===== config.mk =====
export PLATFORM = sky130hd
export DESIGN_NAME = spec_free_list
export DESIGN_NICKNAME = d
export VERILOG_FILES = /design/src/rtl/spec_free_list.sv
export SDC_FILE = /design/constraint.sdc
export NUM_CORES = 1
export LEC_CHECK = 0
export ABC_CLOCK_PERIOD_IN_PS = 4230
export BUFFER_PORTS_ARGS = -buffer_cell sky130_fd_sc_hd__buf_4
export CAP_MARGIN = 20
export CORE_MARGIN = 2
export CORE_UTILIZATION = 59
export DETAILED_ROUTE_END_ITERATION = 16
export HOLD_SLACK_MARGIN = 0.08
export PLACE_DENSITY = 0.87
export SLEW_MARGIN = 20
export SYNTH_ARGS = -nofsm -noshare
export SYNTH_HDL_FRONTEND = slang
export SYNTH_SLANG_ARGS = --single-unit

===== constraint.sdc =====
create_clock -name clk -period 4.23 [get_ports clk]
set_input_delay 0.846 -clock clk [delete_from_list [all_inputs] [get_ports clk]]
set_output_delay 0.846 -clock clk [all_outputs]
set_load 0.01 [all_outputs]

===== src/rtl/spec_free_list.sv =====
// Speculative physical-register free list: circular FIFO of preg indices feeding the
// rename lanes, refilled at commit and restored from the architectural list on flush.
module spec_free_list #(
    parameter int PHY_REG_NUM  = 64,
    parameter int RENAME_WIDTH = 2,
    parameter int COMMIT_WIDTH = 2,
    localparam int PW = $clog2(PHY_REG_NUM),
    localparam int CW = $clog2(PHY_REG_NUM + 1)
) (
    input  logic                             clk,
    input  logic                             rst_n,
    input  logic                             flush_i,
    input  logic [PW-1:0]                    arch_head_i,
    input  logic [PW-1:0]                    arch_tail_i,
    input  logic [CW-1:0]                    arch_cnt_i,
    input  logic [RENAME_WIDTH-1:0]          alloc_valid_i,
    output logic                             alloc_ready_o,
    output logic [RENAME_WIDTH-1:0][PW-1:0]  alloc_preg_o,
    input  logic [COMMIT_WIDTH-1:0]          free_valid_i,
    input  logic [COMMIT_WIDTH-1:0][PW-1:0]  free_preg_i,
    output logic [CW-1:0]                    free_cnt_o
);

    logic [PW-1:0] mem [PHY_REG_NUM];
    logic [PW-1:0] head_q;
    logic [PW-1:0] tail_q;
    logic [CW-1:0] cnt_q;

    logic [PW-1:0] alloc_off;
    logic [PW-1:0] free_off;
    logic [PW-1:0] free_idx [COMMIT_WIDTH];
    logic          alloc_fire;
    logic [CW:0]   cnt_sum;

    // Lanes are packed by prefix popcount so holes in the valid mask consume no entries.
    always_comb begin
        alloc_ready_o = !flush_i && (cnt_q >= CW'(RENAME_WIDTH));
        alloc_fire    = alloc_ready_o && (|alloc_valid_i);
        alloc_off     = '0;
        for (int k = 0; k < RENAME_WIDTH; k++) begin
            alloc_preg_o[k] = mem[tail_q + alloc_off];
            alloc_off       = alloc_off + PW'(alloc_valid_i[k]);
        end
        free_off = '0;
        for (int k = 0; k < COMMIT_WIDTH; k++) begin
            free_idx[k] = head_q + free_off;
            free_off    = free_off + PW'(free_valid_i[k]);
        end
        cnt_sum = {1'b0, cnt_q} + (CW+1)'(free_off)
                  - (alloc_fire ? (CW+1)'(alloc_off) : '0);
    end

    always_ff @(posedge clk or negedge rst_n) begin
        if (!rst_n) begin
            for (int i = 0; i < PHY_REG_NUM; i++) begin
                mem[i] <= PW'(i);
            end
            head_q <= '0;
            tail_q <= '0;
            cnt_q  <= CW'(PHY_REG_NUM);
        end else begin
            // Releases land even in a flush cycle; the arch pointers already account for them.
            for (int k = 0; k < COMMIT_WIDTH; k++) begin
                if (free_valid_i[k]) begin
                    mem[free_idx[k]] <= free_preg_i[k];
                end
            end
            if (flush_i) begin
                head_q <= arch_head_i;
                tail_q <= arch_tail_i;
                cnt_q  <= arch_cnt_i;
            end else begin
                head_q <= head_q + free_off;
                if (alloc_fire) begin
                    tail_q <= tail_q + alloc_off;
                end
                cnt_q <= cnt_sum[CW-1:0];
            end
        end
    end

    assign free_cnt_o = cnt_q;

    // Releasing more pregs than were handed out is a commit-side protocol error.
    a_no_overflow: assert property (@(posedge clk) disable iff (!rst_n)
        !flush_i |-> (cnt_sum <= (CW+1)'(PHY_REG_NUM)));

endmodule


==> reports/results.ini <==
[pwr]
p_sw_share_pct=35.8
combPwrFrac_pct=42.8
powerDensity_nw_per_um2=718
p_sw_w=0.00793
clkPwrFrac_pct=18.6
irDropWorstVdd_mv=0.483
p_leak_nw=12.5
p_seq_share_pct=38.6
p_int_w=0.0142

[routing]
wl_um=95200
vias=21100
drc_errors=0
initialDrtViolationCount=3451
vias_per_cell=7.64
dr.pass1.iters=7
antenna_left=0
routedWlPerCell_um=34.5

[floorplanning]
start_util_pct=59.8
die_area_um2=48900
die_h_um=221
rows=79
coreArea_um2=46600
die_x_um=221
io_pins=58

[setup_path]
crit_slowest_cell=mux4_2
arrival_ns=3.44
path_class=reg2out
worst_setup_path_start_kind=register
crit_required_ns=3.38
crit_fanout=16
slowest_delay_ns=0.54
endpoint_kind=output port
critPathTopFamily=multiplexers
crit_path_cell_trace=ha_4, buf_12, buf_16, mux4_2, mux4_2, mux2i_1, mux2i_1, buf_4
worstPathBufferInverterCount=3

[timing]
tightest_slew_ns=1.14
finalCritPeriodShare_pct=101
clock_skew_ns=0.0213
max_freq_ghz=0.233
grt_setup_unrepaired=true
final-setup-viol-count=4
setup_slack_ns=-0.0576
layout_min_cycle_time_ns=4.29
hold_violations=0
drv_slew=0
relSlewSlack_pct=23.5

[global_routing]
antenna_found_initial=5
grt_usage_pct=38.4
gr-usage-met1_pct=50.7
grt_util_met2_pct=56.1
busiest_layer=met2
grt_use_met3_pct=14.5
grt_pass1_vias=21300
overflow=0
grt_pass1_wl_um=140000
grt_start_max_net_pins=117

[clock_network]
clk_pin_slew_ns=0.07
cts_root_buf=clkbuf_16
insertion_delay_ns=0.61
cts_inserted_buffers=44
htree_num_levels=2
clk_path_buf_depth=3
cts_tree=yes
clock-sinks=403
ctsHoldBuffers=0

[run_status]
outcome=complete, but fails checks
violations=negative setup slack

[min_path]
hold_path_class=in2async

[finish]
fin_util_pct=66.3
multi_input_area_um2=16600
final-seq-area_um2=10300
final_cells=2760
syn2layout_area_growth_pct=10.8
num-nets-final=2181
drive_gt1_share_pct=61.5
num-fill-cells=3139

[placement]
place.gp.congestion=1.05
dp_hpwl_um=61900
place_inst=2655
io_buffers=57

[yosys]
ys_seq_elements=403
synthArstFlopShare_pct=100
synth_flop_cell=dfrtp_1
netlist_area_um2=27800
synth_nets=2168
yosysUniqueCellTypes=61
synth_area_per_cell_um2=13.2
syn_inst=2103
seq_area_frac_synth_pct=37.1
yosys_warnings=0
synth-edff-count=0

[run]
maxCapViolCount=0

==> power by group through the flow <==
stage               logic (W)  registers (W)  clock network [W]
floorplan             0.00691        0.00707                  0
global placement      0.00861        0.00828                  0
detailed placement    0.00901        0.00831                  0
CTS                   0.00918        0.00829            0.00413
global route          0.00991        0.00855            0.00429
finish                0.00949        0.00855            0.00412
==> cells by family after synthesis <==
group	Yosys count	share of synthesized area, %
muxes	973	48.0
DFF	403	37.1
and+or+nand+nor	312	5.63
buffers and inverters	224	3.47
AOI/OAI and AO/OA	149	3.95
adders and majority gates	27	1.32
xor gates and xnor gates	15	0.499
==> layer usage <==
layer	share of wire, %	vias to the layer above	routed length [µm]
met2	44	1894	41500
li1	-	8123	-
met4	6.0	2	5750
met3	15	443	14400
met5	0.013	-	12
met1	35	10600	33700
==> per-stage QoR <==
stage	hold slack [ns]	worst slack, ns	power, W	TNS [ns]	instance area [µm²]
2_1_floorplan	0.527	0.344	0.0140	0	27800
3_3_place_gp	0.559	0.0713	0.0169	0	29000
3_5_place_dp	0.568	0.0276	0.0173	0	29100
4_1_cts	0.386	-0.0163	0.0216	-0.0772	30700
5_1_grt	0.428	-0.0608	0.0228	-0.326	30800
6_report	0.370	-0.0576	0.0222	-0.145	30900
==> cell type report <==
cell class | count | share of cell area (%)
flip-flops and latches | 403 | 33.5
clock buffers | 66 | 4.29
repair buffers | 164 | 4.89
inverters | 27 | 0.328
well taps | 607 | 2.46
multi-input cells | 1476 | 53.8
clock inverters | 14 | 0.657
diodes | 3 | 0.0243
==> worst register-to-register path: cells and delay by family (launching register included) <==
family,cells,cell delay (ns)
AOI/OAI and AO/OA,6,1.46
adders and majority gates,3,0.92
buffers and inverters,2,0.25
DFF,1,0.41
and+or+nand+nor,2,0.54
==> path summary, 6_finish.rpt <==
kind,slack [ns],endpoint,cells after the start,from
max in group asynchronous,2.76,mem[360]$_DFF_PN1_,2,rst_n
hold / removal,0.37,mem[243]$_DFF_PN0_,1,rst_n
hold reg to reg,0.58,mem[297]$_DFF_PN1_,2,mem[297]$_DFF_PN1_
setup / recovery,-0.06,alloc_preg_o[10],8,tail_q[0]$_DFFE_PN0P_
min in group clk,0.47,free_cnt_o[4]$_DFF_PN0_,3,arch_cnt_i[4]
setup reg to reg,0.60,free_cnt_o[5]$_DFF_PN0_,13,free_cnt_o[3]$_DFF_PN0_
==> state kept, by name, summed over array words and instances, names as in the netlist <==
register and flops:
free_cnt_o 7, head_q 6, mem 384, tail_q 6
==> synthesized netlist by cell type (all sizes together) (9+ instances only) <==
cell | n | area share, %
a211oi | 17 | 1.0
a21oi | 41 | 0.74
a22oi | 13 | 0.37
buf | 63 | 1.3
clkbuf | 134 | 1.8
dfrtp | 210 | 19
dfstp | 193 | 18
ha | 23 | 1.0
inv | 25 | 0.34
mux2 | 628 | 25
mux2i | 117 | 4.2
mux4 | 228 | 18
nand2 | 98 | 1.3
nand3 | 30 | 0.56
nand4 | 41 | 0.94
nor2 | 53 | 0.77
nor2b | 9 | 0.20
nor3 | 19 | 0.41
nor4 | 39 | 0.88
o21ai | 52 | 0.95
xnor2 | 12 | 0.40
==> placed cells by master (no fill, tap or decap), types with 12 or more instances in the layout <==
cell,n
a21oi_1,41
a22oi_1,12
buf_12,13
buf_4,140
clkbuf_16,46
clkbuf_8,12
dfrtp_1,206
dfstp_2,193
ha_1,21
inv_1,24
mux2_2,618
mux2i_1,115
mux4_2,228
nand2_1,97
nand3_1,29
nand4_1,40
nor2_1,47
nor3_1,15
nor4_1,39
o21ai_0,47
==> repair_timing <==
item	in CTS	in global routing
pin swaps	2	2
buffers inserted	6	14
cloned	1	1
endpoints found under the setup margin	9	12
resized for setup	3	7
(Power assumes the default switching activity.)
